### src/rtl/spi_cfg_sequencer.sv
// spi_cfg_sequencer: round-robin arbiter that serializes requester register
// writes into 16-bit mode-0 SPI write frames with slow, fully registered pins.
module spi_cfg_sequencer #(
   parameter int NUM_REQ = 2,
   parameter int CLK_DIV = 4,
   parameter int CS_GAP  = 8
) (
   input  logic                   clk,
   input  logic                   rst_n,
   input  logic [NUM_REQ-1:0]     req_valid_i,
   input  logic [7*NUM_REQ-1:0]   req_addr_i,
   input  logic [8*NUM_REQ-1:0]   req_data_i,
   output logic [NUM_REQ-1:0]     req_ready_o,
   output logic                   busy_o,
   output logic                   done_o,
   output logic [2:0]             done_id_o,
   output logic                   ncs_o,
   output logic                   sclk_o,
   output logic                   copi_o
);
   localparam int MAXC = CLK_DIV > CS_GAP ? CLK_DIV : CS_GAP;
   localparam int CW = $clog2(MAXC) + 1;
   localparam logic [CW-1:0] DIV_END = CW'(CLK_DIV - 1);
   localparam logic [CW-1:0] GAP_END = CW'(CS_GAP - 1);

   typedef enum logic [2:0] {IDLE, SHIFT_LO, SHIFT_HI, CS_HOLD, GAP} state_t;

   state_t state_q, state_d;
   logic [CW-1:0] cnt_q, cnt_d;
   logic [3:0] bit_q, bit_d;
   logic [15:0] frame_q, frame_d;
   logic [2:0] ptr_q, ptr_d, id_q, id_d;
   logic ncs_q, ncs_d, sclk_q, sclk_d, copi_q, copi_d, done_q, done_d;
   logic [2:0] done_id_q, done_id_d;
   logic [7:0] vld8;
   logic grant_vld;
   logic [2:0] grant_id;
   logic [NUM_REQ-1:0] grant;
   logic [6:0] sel_addr;
   logic [7:0] sel_data;

   assign vld8 = 8'(req_valid_i);

   // Scan downward so the requester nearest the pointer is the last (winning) hit.
   always_comb begin
      grant_vld = 1'b0;
      grant_id = '0;
      for (int k = NUM_REQ - 1; k >= 0; k--) begin
         if (vld8[3'((int'(ptr_q) + k) % NUM_REQ)]) begin
            grant_vld = 1'b1;
            grant_id = 3'((int'(ptr_q) + k) % NUM_REQ);
         end
      end
   end

   always_comb begin
      grant = '0;
      sel_addr = '0;
      sel_data = '0;
      for (int i = 0; i < NUM_REQ; i++) begin
         if (grant_id == 3'(i)) begin
            grant[i] = grant_vld;
            sel_addr = req_addr_i[7*i +: 7];
            sel_data = req_data_i[8*i +: 8];
         end
      end
   end

   always_comb begin
      state_d = state_q;
      cnt_d = cnt_q + 1'b1;
      bit_d = bit_q;
      frame_d = frame_q;
      ptr_d = ptr_q;
      id_d = id_q;
      case (state_q)
         IDLE: begin
            cnt_d = '0;
            if (grant_vld) begin
               frame_d = {1'b1, sel_addr, sel_data};
               ptr_d = 3'((int'(grant_id) + 1) % NUM_REQ);
               id_d = grant_id;
               bit_d = 4'd15;
               state_d = SHIFT_LO;
            end
         end
         SHIFT_LO: if (cnt_q == DIV_END) state_d = SHIFT_HI;
         SHIFT_HI: begin
            if (cnt_q == DIV_END) begin
               if (bit_q != 4'd0) begin
                  bit_d = bit_q - 1'b1;
                  state_d = SHIFT_LO;
               end else begin
                  state_d = CS_HOLD;
               end
            end
         end
         CS_HOLD: if (cnt_q == DIV_END) state_d = GAP;
         GAP: if (cnt_q == GAP_END) state_d = IDLE;
         default: state_d = IDLE;
      endcase
      if (state_d != state_q) cnt_d = '0;
      // Pins are decoded from the next state so they line up with the state register.
      ncs_d = !(state_d == SHIFT_LO || state_d == SHIFT_HI || state_d == CS_HOLD);
      sclk_d = state_d == SHIFT_HI;
      copi_d = state_d == SHIFT_LO ? frame_d[bit_d] :
               (state_d == SHIFT_HI || state_d == CS_HOLD) ? copi_q : 1'b0;
      done_d = state_d == GAP && state_q != GAP;
      done_id_d = done_d ? id_q : done_id_q;
   end

   always_ff @(posedge clk or negedge rst_n) begin
      if (!rst_n) begin
         state_q <= IDLE;
         cnt_q <= '0;
         bit_q <= '0;
         frame_q <= '0;
         ptr_q <= '0;
         id_q <= '0;
         ncs_q <= 1'b1;
         sclk_q <= 1'b0;
         copi_q <= 1'b0;
         done_q <= 1'b0;
         done_id_q <= '0;
      end else begin
         state_q <= state_d;
         cnt_q <= cnt_d;
         bit_q <= bit_d;
         frame_q <= frame_d;
         ptr_q <= ptr_d;
         id_q <= id_d;
         ncs_q <= ncs_d;
         sclk_q <= sclk_d;
         copi_q <= copi_d;
         done_q <= done_d;
         done_id_q <= done_id_d;
      end
   end

   // Gated by rst_n so no accept strobe escapes while reset is held.
   assign req_ready_o = (state_q == IDLE && rst_n) ? grant : '0;
   assign busy_o = state_q != IDLE;
   assign done_o = done_q;
   assign done_id_o = done_id_q;
   assign ncs_o = ncs_q;
   assign sclk_o = sclk_q;
   assign copi_o = copi_q;
endmodule

### config.mk
export PLATFORM = sky130hd
export DESIGN_NAME = spi_cfg_sequencer
export DESIGN_NICKNAME = d
export VERILOG_FILES = /design/src/rtl/spi_cfg_sequencer.sv
export SDC_FILE = /design/constraint.sdc
export NUM_CORES = 1
export LEC_CHECK = 0
export CORE_UTILIZATION = 30
export CTS_BUF_LIST = sky130_fd_sc_hd__clkbuf_8
export DETAILED_ROUTE_END_ITERATION = 7
export PLACE_DENSITY = 0.54
export RECOVER_POWER = 100
export SETUP_SLACK_MARGIN = 0.15
export SLEW_MARGIN = 20
export SYNTH_ARGS = -nofsm -noshare
export SYNTH_HDL_FRONTEND = slang
export SYNTH_SLANG_ARGS = --single-unit
### constraint.sdc
create_clock -name clk -period 6.75 [get_ports clk]
set_input_delay 2.025 -clock clk [delete_from_list [all_inputs] [get_ports clk]]
set_output_delay 2.025 -clock clk [all_outputs]
set_load 0.01 [all_outputs]
# Word level (Yosys, flattened, before mapping)
# Index checks and enable logic that the tools add are counted.
dict set report totals {
  reg_bits 38
  inputBits 34
  out_inout_bits 10
  wordCells 79
}
dict set report op_classes {
  n_addsub 4
  order_cmp 3
  n_eq_ne 14
  n_mux 35
  n_bitwise 1
  n_reduce_logical 11
}
# operator count
set ops {}
lappend ops {{two-way mux 16 bit} 2}
lappend ops {{two-way mux 3 bit} 7}
lappend ops {{two-way mux 4 bit} 5}
lappend ops {{two-way mux 8 bit} 2}
lappend ops {{one-hot mux 3 bit (5 select lines)} 1}
lappend ops {{two-way mux 7 bit} 2}
lappend ops {{== test 3 x 2 -> 1 bit, second input constant} 4}
lappend ops {{two-way mux 1 bit} 11}
lappend ops {{== test 3 x 1 -> 1 bit, second input constant} 3}
lappend ops {{one-hot mux 4 bit (2 select lines)} 1}
lappend ops {{== test 3 bit, second input constant} 2}
lappend ops {{zero test 3 bit} 2}
lappend ops {{< comparator 2 x 5 -> 1 bit, second input constant} 1}
lappend ops {{< comparator 4 x 5 -> 1 bit, second input constant} 1}
lappend ops {{adder 4 x 1 -> 4 bit, second input constant} 1}
lappend ops {{binary-select mux 1 bit (select 4 bit)} 1}
lappend ops {{== test 4 x 2 -> 1 bit, second input constant} 1}
lappend ops {{== test 4 x 3 -> 1 bit, second input constant} 1}
lappend ops {{< comparator 1 x 4 -> 1 bit, second input constant} 1}
lappend ops {{two-way mux 2 bit} 2}
lappend ops {{nonzero test 4 bit} 1}
lappend ops {{subtractor 4 x 1 -> 4 bit, second input constant} 1}
lappend ops {{logical OR 1 bit} 3}
lappend ops {{inequality test 3 bit} 1}
lappend ops {{9 further kinds} 11}

# Depth between registers and ports, before layout
dict set report depth {
  word_depth 15
  depth_mapped 10
  ltp_nobuf 9
}

# Least setup slack after synthesis
# Ideal clock, no wire load.
dict set report synth_path {
  kind {input -> output}
  startpoint {input req_valid_i[1]}
  endpoint {output req_ready_o[0]}
  t_arrival_ns 3.001
  t_required_ns 4.725
  slack_ns 1.724
  cell_stages 5
  n_path_buf 2
  cell_sequence {clkbuf_1 nor2_1 nor2_2 buf_2 and3_1}
}
dict set report synth_via {
  elab_chain_len 8
  word_cells_on_any_way 12
  cone_classes {mux (11); reduce/logical (1)}
}
# element line_no
set synth_lines {}
lappend synth_lines {{start, declared} 10} ;# input logic [NUM_REQ-1:0] req_valid_i,
lappend synth_lines {{binary-select mux 1 bit (select 2 bit)} 49} ;# if (vld8[3'((int'(ptr_q) + k) % NUM_REQ)]) begin
lappend synth_lines {{two-way mux 1 bit (implied by the code) (2 in a row)} 49}
lappend synth_lines {{two-way mux 3 bit (2 in a row)} 49}
lappend synth_lines {{zero test 3 bit} 61} ;# if (grant_id == 3'(i)) begin
lappend synth_lines {{two-way mux 1 bit (*)} 61}
lappend synth_lines {{two-way mux 2 bit (*)} 141} ;# assign req_ready_o = (state_q == IDLE && rst_n) ? grant : '0;
lappend synth_lines {{end, declared} 13} ;# output logic [NUM_REQ-1:0] req_ready_o,
# Mark *: on every way between the ends. The rest lies on a longest branch, timed or not. The select of a mux whose other input is x is not followed.

# Final worst setup path
dict set report layout_path {
  startpoint {input req_valid_i[0]}
  endpoint {output req_ready_o[0]}
}
# Same word-level chain as after synthesis.

==> impl_metrics.csv <==
group,metric,value,unit
drt,antenna_left,0,
synthesis,synth_top_family_by_area,"compound AO/OA/AOI/OAI gates",
timing,drv_slew,0,
global_routing,antenna_found_initial,0,
synthesis,yosysWarnings,0,
timing,rsz0062_at_grt,"false",
global_routing,grt_max_degree,24,
power_and_ir_drop,p_sw_share,37.94,%
timing,fin_setup_tns,0,ps
setup_path,crit_family,"buffers and inverters",
drt,viasPerCell,5.039,
clock_tree,h-tree-depth,2,
synthesis,synth_top_cell_area_share,44.00,%
setup_path,rr_worst_depth,10,
global_routing,grt_pass1_vias,1440,
layout,syn2layout_area_growth,29.13,%
synthesis,synthDistinctLibCells,57,
synthesis,ys_seq_area_share,45.40,%
setup_path,cp.buffers_inverters,2,
synthesis,async_flop_share,100.0,%
floorplanning,dieArea,6576,um^2
placement,hpwlAfterDp,3372,um
setup_path,critical_path_arrival,3890,ps
layout,drive_gt1_share,9.787,%
power_and_ir_drop,pwr-share-clk,17.8,%
synthesis,synthAdderAreaFrac,1.333,%
placement,place.gp.congestion,0.7508,
min_path,worstHoldStart,"cnt_q[0]",
floorplanning,io_pins,44,
min_path,hold_depth,1,
timing,skew,7.721,ps
timing,final-hold-violation-count,0,
global_routing,use_met3,3.034,%
clock_tree,cts-root-buf,"clkbuf_8",
synthesis,ys_seq_elements,34,
power_and_ir_drop,combPwrFrac,43.7,%
synthesis,synth_compound_area_share,21.53,%
power_and_ir_drop,power.total,0.0008869,W
synthesis,synth-edff-count,0,
synthesis,syn_inst,190,
drt,wl_per_cell,14.69,um
drt,drc_errors,0,
power_and_ir_drop,p_leak,0.9628,nW
synthesis,synthMuxAreaShare,5.200,%
synthesis,synth-xor-area-share,1.400,%
clock_tree,ctsResizeCount,0,
clock_tree,post_cts.repair.setup_buffers,0,
layout,nets,270,
global_routing,gr-usage-met2,21.26,%
floorplanning,core-area,5991,um^2
setup_path,r2r-end,"copi_o",
layout,fillCellCount,610,
setup_path,required,4720,ps
placement,io_buffers,41,
synthesis,synthFlopType,"dfrtp_1",
setup_path,reg2reg_from,"state_q[1]",
clock_tree,path_clk_slew,70,ps
power_and_ir_drop,sequentialPowerShare,38.6,%
layout,multi_input_area,914.6,um^2
clock_tree,ctsHoldBuffers,0,
floorplanning,die_width,81.10,um
setup_path,path_max_fanout,9,
setup_path,worst-r2r-setup-slack,3290,ps
drt,routed_wl,4555,um
job,drv_cap,0,
timing,setup_viol,0,
min_path,min_to,"cnt_q[0]",
clock_tree,clockBufferDepth,2,
power_and_ir_drop,intPower,0.0005504,W
global_routing,grt_pass1_wl,7196,um
power_and_ir_drop,powerDensity,366.0,nW/um^2
floorplanning,rows,28,
synthesis,yosys.area.top_type,"dfrtp_1",
global_routing,grtUsageTotal,14.92,%
clock_tree,clk_latency,290,ps
setup_path,slowest_delay,670,ps
synthesis,synth.area.top_cells,"dfrtp_1, nor2_1, o32ai_1, mux2i_1, a21oi_1",
synthesis,syn_area_per_cell,9.878,um^2
synthesis,synth_simple_gate_area_share,19.80,%
setup_path,slowest_stage,"dlygate4sd3_1",
timing,max-slew-margin-rel,17.51,%
global_routing,top_usage_layer,"met1",
power_and_ir_drop,p_switching,0.0003365,W
floorplanning,start_util,31.33,%
run_status,status,"complete, no violations",
power_and_ir_drop,vdd_drop_max,0.1092,mV
drt,vias,1562,
layout,regArea,852.1,um^2
global_routing,gr-total-overflow,0,
timing,period_needed,5918,ps
clock_tree,cts_sinks,34,
global_routing,gr-usage-met1,21.82,%
timing,post-route-period-util,87.68,%
layout,antenna_cells,0,
setup_path,start_kind,"input pin",
drt,dr.pass1.iters,4,
setup_path,critical_path_class,"input pin to output port",
setup_path,critical_path.cell_chain,"dlygate4sd3_1 > nand2b_1 > nand2_1 > and3_1 > clkdlybuf4s50_1",
timing,worst_pin_slew,1237,ps
floorplanning,fp.dieH,81.10,um
timing,max_clock_freq,169.0,MHz
clock_tree,cts_tree,"yes",
setup_path,end_kind,"output port",
drt,dr.first_iter.drc_count,37,
min_path,min_path_type,"register to register",
synthesis,synth.cell_area,1877,um^2
clock_tree,numCtsBuffers,5,
stage by stage:
step | std cells | util [%] | worst slack, ps | hold slack (ps) | cell area (um^2)
final | 310 | 40.46 | 831.9 | 467.8 | 2424
after global routing | 310 | 40.46 | 722.1 | 531.4 | 2424
after CTS | 310 | 40.96 | 869.6 | 471.9 | 2454
after detailed placement | 302 | 39.37 | 882.7 | 462.3 | 2359
after global placement | 302 | 39.37 | 946.0 | 452.5 | 2359
after floorplan | 191 | - | 1724 | 433.1 | 1881
sequential cells by signal, summed over array words and instances, names as in the netlist:
register,cells
bit_q,4
cnt_q,4
copi_o,1
done_id_o,1
done_o,1
frame_q,16
id_q,1
ncs_o,1
ptr_q,1
sclk_o,1
state_q,3
power by group through the flow:
| stage | Combinational [W] | Sequential (W) | Clock (W) |
|---|---|---|---|
| 2_1_floorplan | 0.000294 | 0.000330 | 0 |
| 3_3_place_gp | 0.000410 | 0.000348 | 0 |
| 3_5_place_dp | 0.000408 | 0.000347 | 0 |
| 4_1_cts | 0.000411 | 0.000344 | 0.000165 |
| 5_1_grt | 0.000440 | 0.000357 | 0.000174 |
| 6_report | 0.000387 | 0.000342 | 0.000158 |
final cells by class:
type                            instances  area share (%)
Multi-Input combinational cell        135           37.74
Sequential cell                        34           35.16
Timing Repair Buffer                   44           17.14
Tap cell                               75           3.872
Clock buffer                            6           3.407
Inverter                               14           2.168
Clock inverter                          2          0.5163
synth_stat cells (2+ instances only):
master,count
nand2b_1,6
a31oi_1,2
a2bb2oi_1,5
buf_4,3
o32ai_1,8
o22ai_1,7
nand2_1,8
inv_2,2
o21ai_0,6
mux2_2,3
nor2_1,24
a21oi_1,9
nand3_1,6
mux2i_1,5
xnor2_1,3
dfrtp_1,33
ha_1,2
a2111oi_0,2
o311ai_1,2
buf_2,2
inv_1,12
nor3_1,3
clkbuf_1,3
cells by family (layout without fill, tap and decap cells):
family / Yosys count / after routing
buffers and inverters: 22 / 66
adders and majority gates: 2 / 2
and+or+nand+nor: 65 / 65
AOI/OAI and AO/OA: 54 / 54
DFF: 34 / 34
xor gates and xnor gates: 3 / 3
other: 1 / 2
muxes: 9 / 9
worst max path at each step:
stage                   start  cells past startpoint        endpoint  slack, ps
4_1_cts        req_valid_i[0]                      5  req_ready_o[0]        870
6_report       req_valid_i[0]                      5  req_ready_o[0]        830
5_1_grt        req_valid_i[0]                      5  req_ready_o[0]        720
3_5_place_dp   req_valid_i[0]                      5  req_ready_o[0]        880
3_3_place_gp   req_valid_i[0]                      5  req_ready_o[0]        950
2_1_floorplan  req_valid_i[1]                      5  req_ready_o[0]       1720
layout by cell type (no fill, tap or decap), types with 2 or more instances in the layout:
| cell type | synthesis | final |
|---|---|---|
| inv_1 | 12 | 12 |
| o22ai_1 | 7 | 7 |
| a21oi_1 | 9 | 9 |
| dlygate4sd3_1 | 0 | 8 |
| mux2_2 | 3 | 3 |
| clkbuf_1 | 3 | 4 |
| o32ai_1 | 8 | 8 |
| nand2_1 | 8 | 8 |
| xnor2_1 | 3 | 3 |
| a2bb2oi_1 | 5 | 5 |
| a31oi_1 | 2 | 2 |
| inv_2 | 2 | 2 |
| o311ai_0 | 0 | 2 |
| clkdlybuf4s50_1 | 0 | 32 |
| nand3_1 | 6 | 6 |
| nor3_1 | 3 | 3 |
| mux2i_1 | 5 | 6 |
| nand2b_1 | 6 | 6 |
| a2111oi_0 | 2 | 2 |
| o21ai_0 | 6 | 6 |
| dfrtp_1 | 33 | 33 |
| conb_1 | 1 | 2 |
| nor2_1 | 24 | 25 |
| clkbuf_8 | 0 | 6 |
| ha_1 | 2 | 2 |
| o31ai_1 | 1 | 2 |
routing by layer:
metal	up-vias	part of all wire [%]
li1	785	-
met1	744	50
met2	27	45
met3	6	3.2
met4	0	1.6
met5	-	0
No activity file was read; power rests on OpenSTA's default activity.
